<file path="src/rtl/dsp_aw_channel_pkg.sv">
// Shared interconnect helpers: AW payload width and the address-to-slave decode.
package dsp_aw_channel_pkg;

    function automatic int aw_info_w(input int id_w, input int addr_w, input int burst_w,
                                     input int len_w, input int size_w);
        return id_w + addr_w + burst_w + len_w + size_w;
    endfunction

    // Payload width for the default interconnect configuration
    localparam int AW_INFO_W = aw_info_w(5, 32, 2, 3, 3);

    function automatic logic [31:0] slv_decode(input logic [63:0] addr, input int msb,
                                               input int lsb);
        logic [63:0] mask;
        mask = (64'd1 << (msb - lsb + 1)) - 64'd1;
        return 32'((addr >> lsb) & mask);
    endfunction

endpackage

</file>
<file path="src/rtl/fifo.sv">
// Synchronous FIFO with a combinational head output (no read latency).
module fifo #(
    parameter int DATA_WIDTH = 8,
    parameter int FIFO_DEPTH = 4
) (
    input  logic                  clk,
    input  logic                  rst_n,
    input  logic                  push,
    input  logic [DATA_WIDTH-1:0] wr_data,
    input  logic                  pop,
    output logic [DATA_WIDTH-1:0] rd_data,
    output logic                  empty,
    output logic                  full
);
    localparam int PTR_W = $clog2(FIFO_DEPTH);

    logic [DATA_WIDTH-1:0] mem [FIFO_DEPTH];
    logic [PTR_W:0]        wr_ptr;
    logic [PTR_W:0]        rd_ptr;

    // Extra pointer MSB distinguishes full from empty when the indices match
    assign empty   = (wr_ptr == rd_ptr);
    assign full    = (wr_ptr[PTR_W] != rd_ptr[PTR_W]) &&
                     (wr_ptr[PTR_W-1:0] == rd_ptr[PTR_W-1:0]);
    assign rd_data = mem[rd_ptr[PTR_W-1:0]];

    always_ff @(posedge clk or negedge rst_n) begin
        if (!rst_n) begin
            wr_ptr <= '0;
            rd_ptr <= '0;
        end else begin
            // NOTE: non-blocking assignments keep every flop updating from pre-edge values.
            if (push && !full)  wr_ptr <= wr_ptr + 1'b1;
            if (pop  && !empty) rd_ptr <= rd_ptr + 1'b1;
        end
    end

    // NOTE: storage is not reset; the pointers alone define which entries are valid.
    always_ff @(posedge clk) begin
        if (push && !full) mem[wr_ptr[PTR_W-1:0]] <= wr_data;
    end

endmodule

</file>
<file path="src/rtl/dsp_aw_channel.sv">
// AW dispatcher for one master port: buffers AW requests, decodes the target slave,
// forwards to that slave and bounds the number of writes awaiting a B response.
module dsp_aw_channel
    import dsp_aw_channel_pkg::*;
#(
    parameter int SLV_AMT           = 2,
    parameter int OUTSTANDING_AMT   = 8,
    parameter int AW_FIFO_DEPTH     = 4,
    parameter int ADDR_WIDTH        = 32,
    parameter int TRANS_MST_ID_W    = 5,
    parameter int TRANS_BURST_W     = 2,
    parameter int TRANS_DATA_LEN_W  = 3,
    parameter int TRANS_DATA_SIZE_W = 3,
    parameter int SLV_ID_W          = $clog2(SLV_AMT),
    parameter int SLV_ID_MSB_IDX    = 30,
    parameter int SLV_ID_LSB_IDX    = 30
) (
    input  logic                                   ACLK_i,
    input  logic                                   ARESETn_i,
    input  logic [TRANS_MST_ID_W-1:0]              m_AWID_i,
    input  logic [ADDR_WIDTH-1:0]                  m_AWADDR_i,
    input  logic [TRANS_BURST_W-1:0]               m_AWBURST_i,
    input  logic [TRANS_DATA_LEN_W-1:0]            m_AWLEN_i,
    input  logic [TRANS_DATA_SIZE_W-1:0]           m_AWSIZE_i,
    input  logic                                   m_AWVALID_i,
    output logic                                   m_AWREADY_o,
    output logic [TRANS_MST_ID_W*SLV_AMT-1:0]      sa_AWID_o,
    output logic [ADDR_WIDTH*SLV_AMT-1:0]          sa_AWADDR_o,
    output logic [TRANS_BURST_W*SLV_AMT-1:0]       sa_AWBURST_o,
    output logic [TRANS_DATA_LEN_W*SLV_AMT-1:0]    sa_AWLEN_o,
    output logic [TRANS_DATA_SIZE_W*SLV_AMT-1:0]   sa_AWSIZE_o,
    output logic [SLV_AMT-1:0]                     sa_AWVALID_o,
    input  logic [SLV_AMT-1:0]                     sa_AWREADY_i,
    input  logic                                   dsp_B_done_i,
    output logic [SLV_ID_W-1:0]                    dsp_AW_slv_id_o,
    output logic                                   dsp_AW_shift_en_o
);
    localparam int INFO_W = aw_info_w(TRANS_MST_ID_W, ADDR_WIDTH, TRANS_BURST_W,
                                      TRANS_DATA_LEN_W, TRANS_DATA_SIZE_W);
    localparam int CNT_W  = $clog2(OUTSTANDING_AMT + 1);

    logic [INFO_W-1:0]            push_info;
    logic [INFO_W-1:0]            head_info;
    logic [INFO_W-1:0]            head_gated;
    logic [TRANS_MST_ID_W-1:0]    head_id;
    logic [ADDR_WIDTH-1:0]        head_addr;
    logic [TRANS_BURST_W-1:0]     head_burst;
    logic [TRANS_DATA_LEN_W-1:0]  head_len;
    logic [TRANS_DATA_SIZE_W-1:0] head_size;
    logic [SLV_ID_W-1:0]          slv_sel;
    logic [CNT_W-1:0]             out_cnt;
    logic                         fifo_empty;
    logic                         fifo_full;
    logic                         push;
    logic                         issue_ok;
    logic                         fwd;
    logic                         rst_done;

    assign m_AWREADY_o = rst_done & ~fifo_full;
    assign push        = m_AWVALID_i & m_AWREADY_o;
    assign push_info   = {m_AWID_i, m_AWADDR_i, m_AWBURST_i, m_AWLEN_i, m_AWSIZE_i};

    fifo #(
        .DATA_WIDTH (INFO_W),
        .FIFO_DEPTH (AW_FIFO_DEPTH)
    ) u_aw_fifo (
        .clk     (ACLK_i),
        .rst_n   (ARESETn_i),
        .push    (push),
        .wr_data (push_info),
        .pop     (fwd),
        .rd_data (head_info),
        .empty   (fifo_empty),
        .full    (fifo_full)
    );

    // Zero the head while empty so stale storage never reaches the slave buses or slave ID
    assign head_gated = fifo_empty ? '0 : head_info;
    assign {head_id, head_addr, head_burst, head_len, head_size} = head_gated;
    assign slv_sel = SLV_ID_W'(slv_decode(64'(head_addr), SLV_ID_MSB_IDX, SLV_ID_LSB_IDX));

    assign issue_ok = ~fifo_empty & (out_cnt < CNT_W'(OUTSTANDING_AMT));
    assign fwd      = issue_ok & sa_AWREADY_i[slv_sel];

    always_comb begin
        // NOTE: default first so no path leaves a bit unassigned (no latch).
        sa_AWVALID_o          = '0;
        sa_AWVALID_o[slv_sel] = issue_ok;
    end

    assign sa_AWID_o         = {SLV_AMT{head_id}};
    assign sa_AWADDR_o       = {SLV_AMT{head_addr}};
    assign sa_AWBURST_o      = {SLV_AMT{head_burst}};
    assign sa_AWLEN_o        = {SLV_AMT{head_len}};
    assign sa_AWSIZE_o       = {SLV_AMT{head_size}};
    assign dsp_AW_slv_id_o   = slv_sel;
    assign dsp_AW_shift_en_o = fwd;

    always_ff @(posedge ACLK_i or negedge ARESETn_i) begin
        if (!ARESETn_i) rst_done <= 1'b0;
        else            rst_done <= 1'b1;
    end

    always_ff @(posedge ACLK_i or negedge ARESETn_i) begin
        if (!ARESETn_i) begin
            out_cnt <= '0;
        end else begin
            unique case ({fwd, dsp_B_done_i})
                2'b10:   out_cnt <= out_cnt + CNT_W'(1);
                2'b01:   if (out_cnt != '0) out_cnt <= out_cnt - CNT_W'(1);
                default: out_cnt <= out_cnt;
            endcase
        end
    end

    // A B completion with nothing outstanding means the B dispatcher lost track
    b_done_has_outstanding: assert property (
        @(posedge ACLK_i) disable iff (!ARESETn_i) dsp_B_done_i |-> (out_cnt != '0));

endmodule

</file>
<file path="config.mk">
export PLATFORM = sky130hd
export DESIGN_NAME = dsp_aw_channel
export DESIGN_NICKNAME = d
export VERILOG_FILES = /design/src/rtl/dsp_aw_channel_pkg.sv /design/src/rtl/fifo.sv /design/src/rtl/dsp_aw_channel.sv
export SDC_FILE = /design/constraint.sdc
export NUM_CORES = 1
export LEC_CHECK = 0
export BUFFER_PORTS_ARGS = -buffer_cell sky130_fd_sc_hd__buf_2
export CORE_ASPECT_RATIO = 2
export CORE_UTILIZATION = 56
export CTS_CLUSTER_DIAMETER = 60
export DETAILED_ROUTE_END_ITERATION = 12
export PLACE_DENSITY = 0.84
export RECOVER_POWER = 50
export SETUP_SLACK_MARGIN = 0.15
export SYNTH_ARGS = -nofsm -noshare
export SYNTH_HDL_FRONTEND = slang
export SYNTH_HIERARCHICAL = 1
export SYNTH_SLANG_ARGS = --single-unit
</file>
<file path="constraint.sdc">
create_clock -name ACLK_i -period 3.95 [get_ports ACLK_i]
set_input_delay 0.1975 -clock ACLK_i [delete_from_list [all_inputs] [get_ports ACLK_i]]
set_output_delay 0.1975 -clock ACLK_i [all_outputs]
set_load 0.02 [all_outputs]
</file>
## Word level (Yosys, flattened, before mapping)

Memory sizes are Yosys's and may differ from the RTL's.
Index checks and enable logic that the tools add are counted.

| word-level totals | value |
|---|---|
| memories kept | 1 |
| RAM bits | 180 |
| output and inout bits | 95 |
| bits of input ports | 51 |
| bits in registers | 11 |
| word-level logic and storage cells | 43 |

Memory list:

| memory | words | width | rd ports | clocked after Yosys merged registers in | write ports | RTL line | text |
|---|---|---|---|---|---|---|---|
| u_aw_fifo.mem | 4 | 45 | 1 | 0 | 1 | fifo.sv:17 | `logic [DATA_WIDTH-1:0] mem [FIFO_DEPTH];` |

| operators by class | value |
|---|---|
| add/sub/neg operators | 4 |
| $lt $le $gt $ge | 3 |
| equal/unequal tests | 6 |
| reduce and logical (&&, ||, !) cells | 9 |
| multiplexer cells | 9 |
| bitwise gates (word level) | 7 |

Operators by type and width:

| kind | number |
|---|---|
| 45-bit two-way mux | 1 |
| 4-bit one-hot mux with 2 select lines | 1 |
| 3-bit by 1-bit adder with 3-bit output (second input constant) | 2 |
| 1-bit two-way mux | 5 |
| 4-bit by 1-bit adder with 4-bit output (second input constant) | 1 |
| 1-bit AND | 4 |
| 1-bit logical AND | 4 |
| 4-bit less-than comparator (second input constant) | 1 |
| 4-bit two-way mux | 1 |
| 4-bit nonzero test | 1 |
| 4-bit by 1-bit subtractor with 4-bit output (second input constant) | 1 |
| 3-bit equality test | 1 |
| 2-bit AND | 1 |
| 2-bit by 1-bit equality test with 1-bit output (second input constant) | 1 |
| 2-bit equality test | 1 |
| 2-bit equality test (second input constant) | 1 |
| 1-bit zero test | 2 |
| 1-bit by 2-bit less-than comparator with 1-bit output (second input constant) | 1 |
| 2-bit inequality test (second input constant) | 1 |
| 1-bit NOT | 2 |
| 2-bit AND reduction | 1 |
| 2-bit nonzero test | 1 |
| 1-bit demux with 1-bit select | 1 |
| 1-bit greater-or-equal comparator (second input constant) | 1 |
| 1-bit inequality test | 1 |

## Logic depth before layout (Yosys ltp)

Gate-level depths: netlist (run 1).

| logic depth | value |
|---|---|
| depth after elaboration | 8 |
| depth in mapped cells | 12 |
| depth with buffers taken out | 9 |

## Modules after synthesis

The synthesis (run 1) kept the hierarchy.

Modules (own cells, without submodules):

| module | area each (um^2) | cells each | sequential area each (um^2) | times used |
|---|---|---|---|---|
| fifo | 6991.7 | 284 | 5555.3 | 1 |
| dsp_aw_channel | 1001.0 | 134 | 125.1 | 1 |

## Worst setup path after synthesis (run 1)

Ideal clock, no wire load.

| timing | value |
|---|---|
| kind | register to register |
| start | register u_aw_fifo.wr_ptr[0] |
| end | memory u_aw_fifo/mem[3][0] in the netlist's numbering (enable) |
| stages on the path, launching flop included | 8 |
| setup time | 0.395 ns |
| data arrival time | 2.493 ns |
| required time | 3.555 ns |
| slack | 1.062 ns |
| path buffers | 0 |
| period minus slack after synthesis | 2.888 ns |
| cells stage by stage | dfrtp_1 -> xnor2_1 -> nand3_1 -> inv_1 -> nor2b_1 -> and2_1 -> nand2_1 -> a31oi_4 |

| between the ends | value |
|---|---|
| longest elaborated chain between the ends | 8 |
| elaborated cells between the ends (all ways) | 9 |
| classes of those cells | 1 x eq/ne; 2 x mux; 3 x bitwise; 3 x reduce/logical |

RTL lines:

| item | RTL line | text |
|---|---|---|
| start: declaration | fifo.sv:18 | `logic [PTR_W:0] wr_ptr;` |
| start signal: assignment | fifo.sv:33 | `if (push && !full) wr_ptr <= wr_ptr + 1'b1;` |
| 2-bit equality test | fifo.sv:24 | `(wr_ptr[PTR_W-1:0] == rd_ptr[PTR_W-1:0]);` |
| 1-bit logical AND | fifo.sv:23 | `assign full = (wr_ptr[PTR_W] != rd_ptr[PTR_W]) &&` |
| via fifo_full | dsp_aw_channel.sv:53 | `logic fifo_full;` |
| 1-bit NOT | dsp_aw_channel.sv:59 | `assign m_AWREADY_o = rst_done & ~fifo_full;` |
| 1-bit AND | dsp_aw_channel.sv:59 |  |
| via m_AWREADY_o | dsp_aw_channel.sv:26 | `output logic m_AWREADY_o,` |
| 1-bit AND | dsp_aw_channel.sv:60 | `assign push = m_AWVALID_i & m_AWREADY_o;` |
| via push | dsp_aw_channel.sv:54 | `logic push;` |
| 1-bit logical AND | fifo.sv:40 | `if (push && !full) mem[wr_ptr[PTR_W-1:0]] <= wr_data;` |
| 1-bit two-way mux | fifo.sv:40 |  |
| 1-bit two-way mux (not written as such) | fifo.sv:40 |  |
| end: declaration | fifo.sv:17 |  |

The timed path passes the listed nets, and every way through them passes these cells.

## Worst setup path after layout (run 1)

| timing | value |
|---|---|
| start | register u_aw_fifo.rd_ptr[0] |
| end | output dsp_AW_shift_en_o |

| between the ends | value |
|---|---|
| longest elaborated chain between the ends | 5 |
| elaborated cells between the ends (all ways) | 8 |
| classes of those cells | 1 x eq/ne; 3 x mux; 3 x bitwise; 1 x memory |

RTL lines:

| item | RTL line | text |
|---|---|---|
| start: declaration | fifo.sv:19 | `logic [PTR_W:0] rd_ptr;` |
| start signal: assignment | fifo.sv:34 | `if (pop && !empty) rd_ptr <= rd_ptr + 1'b1;` |
| 3-bit equality test * | fifo.sv:22 | `assign empty = (wr_ptr == rd_ptr);` |
| via fifo_empty | dsp_aw_channel.sv:52 | `logic fifo_empty;` |
| 45-bit two-way mux | dsp_aw_channel.sv:78 | `assign head_gated = fifo_empty ? '0 : head_info;` |
| 1-bit two-way mux (not written as such) (2 in a row) | dsp_aw_channel.sv:83 | `assign fwd = issue_ok & sa_AWREADY_i[slv_sel];` |
| 1-bit AND * | dsp_aw_channel.sv:83 |  |
| end: declaration | dsp_aw_channel.sv:36 | `output logic dsp_AW_shift_en_o` |

Mark *: on every way through the listed nets, which the timed path passes. The rest lies on a longest branch. The select of a mux whose other input is x is not followed.

==> results by group, run 1 <==
Clock tree
  – TritonCTS clock tree: yes
  – Clk buf depth: 2
  – CTS H-tree lvls: 4
  – Hold Buf Count CTS: 43
  – CTS clk-pin slew, worst paths: ~0.070 ns
  – Root buffer cell: clkbuf_16
  – Post-cts sizing count: 0
  – CTS buffer count: 17
  – Setup Buffers After CTS: 0
  – Clock latency at the later pin of the worst-skew pair: 0.44 ns
  – Clock Sinks: around 190

Timing
  – Setup Skew: roughly 0.017 ns
  – Max Clk Rate: slightly above 0.3 GHz
  – Max Slew Vio Count: 0
  – TNS Setup: 0 ns
  – Final hold vios: 0
  – Worst slew margin: a little over a third
  – Period utilization: roughly four fifths
  – Final setup viols: 0
  – RSZ-0062 raised after global routing: no
  – Tmin final: ~3.2 ns
  – Measured slew at the worst slew-check pin: around 0.95 ns

Setup path
  – Worst EP required: approximately 3.8 ns
  – CP dominant cell by count: nor3_1
  – Data arrival, critical path: between 3 and 4 ns
  – Slowest CP cell: nor3_1
  – Crit Path Category: flop to primary output
  – Setup crit start kind: flop
  – Crit path largest cell delay: approximately 0.67 ns
  – CP cell instances: xor2_1 -> nor3_1 -> buf_4 -> nor3_1 -> buf_2
  – CP endpoint kind: primary output
  – CP max FO: 51

Floorplanning
  – Height of the die: between 150 and 200 µm
  – Core Area: between 10,000 and 15,000 µm²
  – Initial Util: 57.5%
  – DIE AREA: ~15,000 µm²
  – Rows: 61
  – Die W: 86.5 µm
  – IO Pins: about 150

Cells and area
  – Most frequent cells in the layout: edfxtp_1, buf_2, clkbuf_1
  – Most common cell after layout, fill and taps aside: edfxtp_1
  – Synthesis-to-finish area growth: 18.7%
  – Net count, final: 629
  – Ratio of cells with drive above 1 in the final layout: between 20% and 30%
  – Ant diodes: 0
  – Final instance area: ~9500 µm²

Detailed routing
  – Wire per inst: between 15 and 20 µm
  – Final routed DRC violation total: 0
  – DRT Pass-1 Iters: 4
  – Detail Route Antenna Nets: 0
  – DRT iter0 DRCs: 336
  – Via count: around 4,200
  – DRT Wirelength: between 15 and 20 mm
  – Via density: approximately 5.4

Placement
  – Area after DPL: ~8600 µm²
  – DP HPWL: a little under 10 mm
  – GPL Wtd Cong: between 0.7 and 0.8
  – Port Buffer Count: around 150

Synthesis
  – Yosys reg bits: about 190
  – Synth warn: 6
  – Ys flop type: edfxtp_1
  – Syn_area_per_cell: ~19 µm²
  – Synth area leader: edfxtp_1
  – Post-synth EDFFs: 180
  – Mapped cell area: 7990 µm²
  – Asr flop ratio synth: 5.76%
  – Syn nets: around 480
  – Area contributors post-synth: edfxtp_1, mux4_2, buf_4
  – Mapped Cells: ~420
  – Yosys top cell area share: between 60% and 70%
  – Seq/Total Area, Yosys: 71.1%
  – Yosys cell types: 39

Power and ir drop
  – VDD IR-drop max: around 0.0006 V
  – Leak: around 3.3 nW
  – Design Power: approximately 0.0082 W
  – Power per cell area: between 800 and 900 nW/µm²

GRT
  – Vias in the first global route: between 4,000 and 5,000
  – First-pass GRT wire length: 23.1 mm
  – GRT Max-Usage Layer: met2
  – Initial antenna violation count: 0
  – Met3 Use GR: 4.78%
  – GRT met2 Usage: 39.3%
  – Met1 usage: about a quarter
  – Overflow after GRT: 0
  – Gr usage total: between 20 and 25%
  – Largest net degree at the start of global routing: 52

Worst hold path
  – Hold Path Class: primary input to flop

Run status
  – Status: complete, no violations

Run
  – Max-cap violations: 0
==> metal layers <==
layer | up-vias | part of all wire (%)
met4 | 0 | 2.1
li1 | 1893 | -
met1 | 2150 | 37
met2 | 142 | 57
met3 | 26 | 4.2
met5 | - | 0
==> through the flow <==
stage	setup WS [ns]	utilization, %	hold WS [ns]	std cells
CTS	0.935	69.1	0.000347	773
floorplan	1.06	-	-0.0981	418
detailed placement	0.950	61.8	0.0949	698
finish	0.738	68.3	0.0817	774
global route	0.528	68.3	0.0852	774
global placement	1.08	61.8	0.0889	698
==> worst max-delay path: cells and delay by family (launching register included) <==
| family | cells | cell delay [ns] |
|---|---|---|
| XOR/XNOR | 1 | 0.49 |
| AND/OR/NAND/NOR | 2 | 0.83 |
| buffers and inverters | 2 | 0.64 |
| flip-flops | 1 | 0.61 |
==> state kept, by name, indices dropped and copies added (netlist names) <==
name	count
rst_done	1
u_aw_fifo/rd_ptr	3
u_aw_fifo/mem	180
u_aw_fifo/wr_ptr	3
out_cnt	4
==> cells in the mapped netlist (2+ instances only) <==
master and instances:
nor2b_1 46, buf_6 4, nor3_1 8, a21oi_1 6, xor2_1 2, buf_2 5
o31a_1 2, mux4_2 45, a211oi_1 2, edfxtp_1 180, nor2_1 3, o31ai_1 6
xnor2_1 6, nand2_1 3, dfrtp_1 11, and3_2 3, ha_1 6, o21ai_0 2
clkbuf_1 8, buf_4 46, inv_1 4, nand2b_1 3
==> final cells by class <==
cell class / count / area (µm²)
clock inverters: 15 / 151
flip-flops and latches: 191 / 5690
fillers: 942 / 4410
repair buffers: 199 / 1160
inverters: 4 / 15.0
well taps: 189 / 236
clock buffers: 17 / 425
multi-input cells: 159 / 1810
==> cell families after synthesis <==
family / after synthesis / synth area share, %
fa+ha+maj: 6 / 0.939
flops: 191 / 71.1
buf+inv: 68 / 5.81
mux: 47 / 13.0
compound gates: 23 / 2.14
other cells: 1 / 0.0469
xor+xnor: 10 / 1.42
simple gates: 72 / 5.57
==> worst paths after layout <==
kind | start | endpoint | slack [ns] | cells after the start
setup / recovery | u_aw_fifo/rd_ptr[0] | dsp_AW_shift_en_o | 0.74 | 5
hold / removal | m_AWID_i[4] | u_aw_fifo/mem[3][44] | 0.08 | 1
setup reg to reg | u_aw_fifo/rd_ptr[0] | out_cnt[2] | 0.88 | 6
hold reg to reg | u_aw_fifo/rd_ptr[2] | u_aw_fifo/rd_ptr[2] | 0.59 | 2
max in group asynchronous | ARESETn_i | u_aw_fifo/rd_ptr[0] | 3.15 | 2
min in group asynchronous | ARESETn_i | out_cnt[2] | 0.30 | 2
==> power by group <==
part,internal (W),leakage (nW),total (W),switching [W]
Combinational,0.00135,1.25,0.00383,0.00247
Sequential,0.00251,1.76,0.00270,0.000188
Clock,0.000886,0.272,0.00162,0.000739
Total,0.00475,3.29,0.00815,0.00340
(Power assumes the default switching activity.)
==> run 2, diff against run 1 <==
Clock period 3.95 ns to 3.2 ns, I/O delays scaled along.
==> results by group, run 2 (synthesized netlist as in run 1, its figures left out) <==
Run status
  – Status: complete, no violations

Power and ir drop
  – Combinational power share: 48.3%
  – Sw Share: 41.8%
  – P_sw: between 0.004 and 0.005 W
  – Sequential group share of total power: between 30% and 40%
  – VDD IR-drop max: between 0.0006 and 0.0007 V
  – Clock Power Share: around 19%
  – Leak: about 3.4 nW
  – Int Pwr: 0.00589 W
  – Power per cell area: 1050 nW/µm²

Floorplanning
  – Height of the die: between 150 and 200 µm
  – Rows: a little over 60
  – Die W: 86.5 µm
  – DIE AREA: 14,800 µm²
  – Core Area: roughly 14,000 µm²
  – IO Pins: between 100 and 150
  – Initial Util: between 50 and 60%

GRT
  – Vias in the first global route: 4,563
  – Largest net degree at the start of global routing: 52
  – Overflow after GRT: 0
  – First-pass GRT wire length: around 23 mm
  – Initial antenna violation count: 0
  – Gr usage total: 22.2%

Setup path
  – Setup crit start kind: flop
  – CP cell instances: buf_4 -> xnor2_1 -> nand3_1 -> inv_1 -> nor2b_1 -> and2_0 -> and3_2 -> buf_2
  – WP buf/inv: 3
  – Crit Path Category: flop to flop
  – Crit path largest cell delay: 0.61 ns
  – Slowest CP cell: buf_2
  – Top Family by Delay on Critical Path: buffers and inverters
  – Worst EP required: 3.26 ns
  – Data arrival, critical path: slightly below 3 ns
  – CP endpoint kind: flop
  – CP max FO: 28

Cells and area
  – Fin util: between 60 and 70%
  – Most frequent cells in the layout: edfxtp_1, buf_2, clkbuf_1
  – Final instance area: 9600 µm²
  – Net count, final: 633
  – Max reg flops: 180
  – Synthesis-to-finish area growth: 20.1%
  – Most common cell after layout, fill and taps aside: edfxtp_1
  – Ratio of cells with drive above 1 in the final layout: between 30% and 40%
  – Ant diodes: 0

Detailed routing
  – Final routed DRC violation total: 0
  – Detail Route Antenna Nets: 0
  – Wire per inst: 19.5 µm
  – DRT iter0 DRCs: about 190
  – Via count: 4,218
  – Via density: 5.42
  – DRT Wirelength: ~15 mm
  – DRT Pass-1 Iters: 4

Timing
  – Max Slew Vio Count: 0
  – Max Clk Rate: 0.345 GHz
  – Final setup viols: 0
  – Worst slew margin: 40.1%
  – Final hold vios: 0
  – Setup Skew: 0.0110 ns
  – RSZ-0062 raised after global routing: no
  – Measured slew at the worst slew-check pin: roughly 0.90 ns
  – Tmin final: approximately 2.9 ns
  – TNS Setup: 0 ns
  – Period utilization: about nine tenths

Clock tree
  – CTS buffer count: 17
  – Root buffer cell: clkbuf_16
  – TritonCTS clock tree: yes
  – Clock Sinks: about 190
  – CTS clk-pin slew, worst paths: about 0.07 ns
  – CTS H-tree lvls: 4
  – Clock latency at the later pin of the worst-skew pair: between 0.4 and 0.5 ns
  – Clk buf depth: 2

Placement
  – Area after DPL: 8670 µm²
  – GPL Wtd Cong: a little under 0.8
  – Port Buffer Count: ~150
  – DP HPWL: around 9 mm

Run
  – Max-cap violations: 0

Worst hold path
  – Hold Path Class: primary input to flop
-- run 2: cell types whose count changed in the layout (fill, tap and decap cells not counted), moves of 2 or more --
cell,change
buf_12,+3
inv_8,+2
buf_4,-3
nor3_2,+2
nor3_1,-2
clkbuf_1,-18
dlygate4sd3_1,+2
buf_2,+19
-- run 2: area by class of cell --
cell class / count / area [µm²]
Timing Repair Buffer: 203 / 1250
Clock buffer: 17 / 425
Clock inverter: 15 / 124
Sequential cell: 191 / 5690
Tap cell: 189 / 236
Inverter: 4 / 15.0
Fill cell: 918 / 4300
Multi-Input combinational cell: 159 / 1860
-- run 2: final timing paths --
check                                         start              endpoint  slack [ns]  depth (start not counted)
worst max-delay path            u_aw_fifo/rd_ptr[1]  u_aw_fifo/mem[0][29]        0.30                          8
worst min-delay path                   dsp_B_done_i            out_cnt[1]        0.19                          4
worst max register to register  u_aw_fifo/rd_ptr[1]  u_aw_fifo/mem[0][29]        0.30                          8
worst min register to register  u_aw_fifo/rd_ptr[2]   u_aw_fifo/rd_ptr[2]        0.61                          2
max in group asynchronous                 ARESETn_i   u_aw_fifo/rd_ptr[0]        2.42                          2
min in group asynchronous                 ARESETn_i   u_aw_fifo/wr_ptr[2]        0.28                          2
-- run 2: worst register-to-register path: stages (launching register included) --
cell and delay [ns]:
dfrtp_2 0.40, buf_4 0.29, xnor2_1 0.20, nand3_1 0.19, inv_1 0.06, nor2b_1 0.15
and2_0 0.36, and3_2 0.26, buf_2 0.61
-- run 2: through the flow --
stage / setup slack [ns] / power [W] / hold WS, ns / instances
global placement: 0.551 / 0.00811 / 0.0495 / 700
detailed placement: 0.474 / 0.00820 / 0.0571 / 700
floorplan: 0.312 / 0.00736 / -0.136 / 418
CTS: 0.267 / 0.0102 / 0.143 / 778
global route: 0.107 / 0.0106 / 0.226 / 778
finish: 0.303 / 0.0101 / 0.189 / 778
-- run 2: power by group through the flow --
stage | combinational [W] | clock (W) | sequential [W]
2_1_floorplan | 0.00411 | 0 | 0.00325
3_3_place_gp | 0.00482 | 0 | 0.00329
3_5_place_dp | 0.00488 | 0 | 0.00332
4_1_cts | 0.00496 | 0.00198 | 0.00327
5_1_grt | 0.00525 | 0.00207 | 0.00330
6_report | 0.00489 | 0.00196 | 0.00327
-- run 2: routing by layer --
| layer | routed length [µm] | share of wire, % | track usage [%] |
|---|---|---|---|
| met3 | 678 | 4.5 | 4.20 |
| met4 | 269 | 1.8 | 11.7 |
| met5 | 0 | 0 | 0 |
| met1 | 5380 | 35 | 23.9 |
| met2 | 8840 | 58 | 40.5 |
-- run 2: what timing repair did --
action / in CTS / in global routing
gates resized for setup: 0 / 1
setup endpoints to repair: 0 / 1
hold buffers: 46 / 0
endpoints found under the hold margin: 191 / 0
buffers inserted: 0 / 0
==> run 3, diff against run 2 <==
Settings changed: CORE_MARGIN set to 4, CORE_UTILIZATION 56 to 60, PLACE_DENSITY 0.84 to 0.89, TNS_END_PERCENT set to 1.
Clock period 3.2 ns to 3.8 ns, I/O delays scaled along.
==> results by group, run 3 (synthesized netlist as in run 1, its figures left out) <==
GRT
  – Vias in the first global route: 4,473
  – First-pass GRT wire length: approximately 25 mm
  – Largest net degree at the start of global routing: 52
  – Initial antenna violation count: 0
  – Overflow after GRT: 0
  – Gr usage total: 22.3%

Cells and area
  – Fin util: 72.6%
  – Synthesis-to-finish area growth: 18.6%
  – Most common cell after layout, fill and taps aside: edfxtp_1
  – Ratio of cells with drive above 1 in the final layout: 32.9%
  – Most frequent cells in the layout: edfxtp_1, buf_2, clkbuf_1
  – Max reg flops: 180
  – Ant diodes: 0
  – Net count, final: roughly 620

Placement
  – DP HPWL: between 10 and 15 mm
  – Port Buffer Count: around 150
  – Setup WS pre-CTS: between 1 and 1.5 ns
  – GPL Wtd Cong: approximately 0.86

Floorplanning
  – Core Area: 13,100 µm²
  – IO Pins: between 100 and 150
  – Initial Util: between 60% and 70%
  – Height of the die: between 150 and 200 µm
  – DIE AREA: 15,300 µm²
  – Die W: ~90 µm
  – Rows: between 50 and 60

Timing
  – Final setup margin: around 0.51 ns
  – Worst slew margin: 12.7%
  – Max Slew Vio Count: 0
  – Setup Skew: between 0.01 and 0.015 ns
  – Final setup viols: 0
  – RSZ-0062 raised after global routing: no
  – Tmin final: between 3 and 4 ns
  – Max Clk Rate: slightly above 0.3 GHz
  – Measured slew at the worst slew-check pin: between 1 and 1.5 ns
  – TNS Setup: 0 ns
  – Final hold vios: 0
  – Period utilization: 86.5%

Clock tree
  – Post-cts sizing count: 0
  – Setup Buffers After CTS: 0
  – Root buffer cell: clkbuf_16
  – CTS clk-pin slew, worst paths: about 0.07 ns
  – Clock Sinks: 191
  – Hold Buf Count CTS: 37
  – CTS buffer count: 17
  – Clk buf depth: 2
  – Clock latency at the later pin of the worst-skew pair: ~0.42 ns
  – CTS H-tree lvls: 4
  – TritonCTS clock tree: yes

Setup path
  – Data arrival, critical path: around 3.4 ns
  – CP max FO: 24
  – Crit Path Category: flop to flop
  – Worst reg-to-reg setup slack: around 0.5 ns
  – Setup crit start kind: flop
  – CP endpoint kind: flop
  – Critical path endpoint: u_aw_fifo/mem[2][15]
  – Crit. Startpoint: u_aw_fifo/wr_ptr[0]
  – Worst flop-to-flop path endpoint: u_aw_fifo/mem[2][15]
  – Worst EP required: 3.92 ns
  – Crit Reg-Reg Startpoint: u_aw_fifo/wr_ptr[0]
  – R2R depth: 7

Detailed routing
  – Wire per inst: around 23 µm
  – Via count: between 4,000 and 5,000
  – Final routed DRC violation total: 0
  – Via density: 5.81
  – DRT iter0 DRCs: 309
  – DRT Pass-1 Iters: 4
  – Detail Route Antenna Nets: 0
  – DRT Wirelength: about 16 mm

Worst hold path
  – Hold Path Class: primary input to flop

Power and ir drop
  – Leak: 3.34 nW
  – Design Power: around 0.0087 W
  – Power per cell area: between 900 and 1000 nW/µm²
  – VDD IR-drop max: approximately 0.00055 V

Run status
  – Status: complete, no violations

Run
  – Max-cap violations: 0
run 3: per-layer routing:
metal	global-route usage [%]	up-vias	part of all wire (%)
met5	0	-	0
met4	7.58	0	2.0
met3	3.74	27	4.4
met2	39.1	159	58
met1	27.4	2167	35
li1	-	1884	-
run 3: layout make-up:
class / instances / area (µm²)
Clock buffer: 17 / 425
Clock inverter: 14 / 180
Fill cell: 744 / 3580
Inverter: 4 / 15.0
Multi-Input combinational cell: 159 / 1830
Sequential cell: 191 / 5690
Tap cell: 152 / 190
Timing Repair Buffer: 192 / 1150
run 3: where the power goes:
group	leakage [nW]	internal (W)	total, W	switching, W
Sequential	1.76	0.00261	0.00276	0.000149
Clock	0.289	0.000994	0.00179	0.000793
Combinational	1.29	0.00148	0.00415	0.00267
run 3: how the worst min path moves through the flow:
stage                       start  slack [ns]                    to  cells after the start
finish                m_AWID_i[0]        0.07  u_aw_fifo/mem[1][40]                      1
global route          m_AWID_i[0]        0.08  u_aw_fifo/mem[1][40]                      1
CTS                 m_AWADDR_i[1]      0.0004   u_aw_fifo/mem[3][9]                      1
detailed placement      ARESETn_i        0.08            out_cnt[3]                      1
global placement        ARESETn_i        0.08            out_cnt[3]                      1
floorplan               ARESETn_i       -0.11            out_cnt[0]                      0
run 3: critical path, stage by stage (launching register included):
cell     delay [ns]
dfrtp_1        0.57
xnor2_1        0.26
nand3_1        0.22
inv_1          0.07
nor2b_1        0.14
and2_0         0.34
and3_1         1.10
buf_12         0.28
run 3: through the flow:
stage / cell area [µm²] / hold WS, ns / instances
after floorplan: 7990 / -0.106 / 418
after global placement: 8570 / 0.0792 / 660
after detailed placement: 8570 / 0.0830 / 660
after CTS: 9550 / 0.000423 / 728
after global routing: 9480 / 0.0763 / 729
final: 9480 / 0.0727 / 729
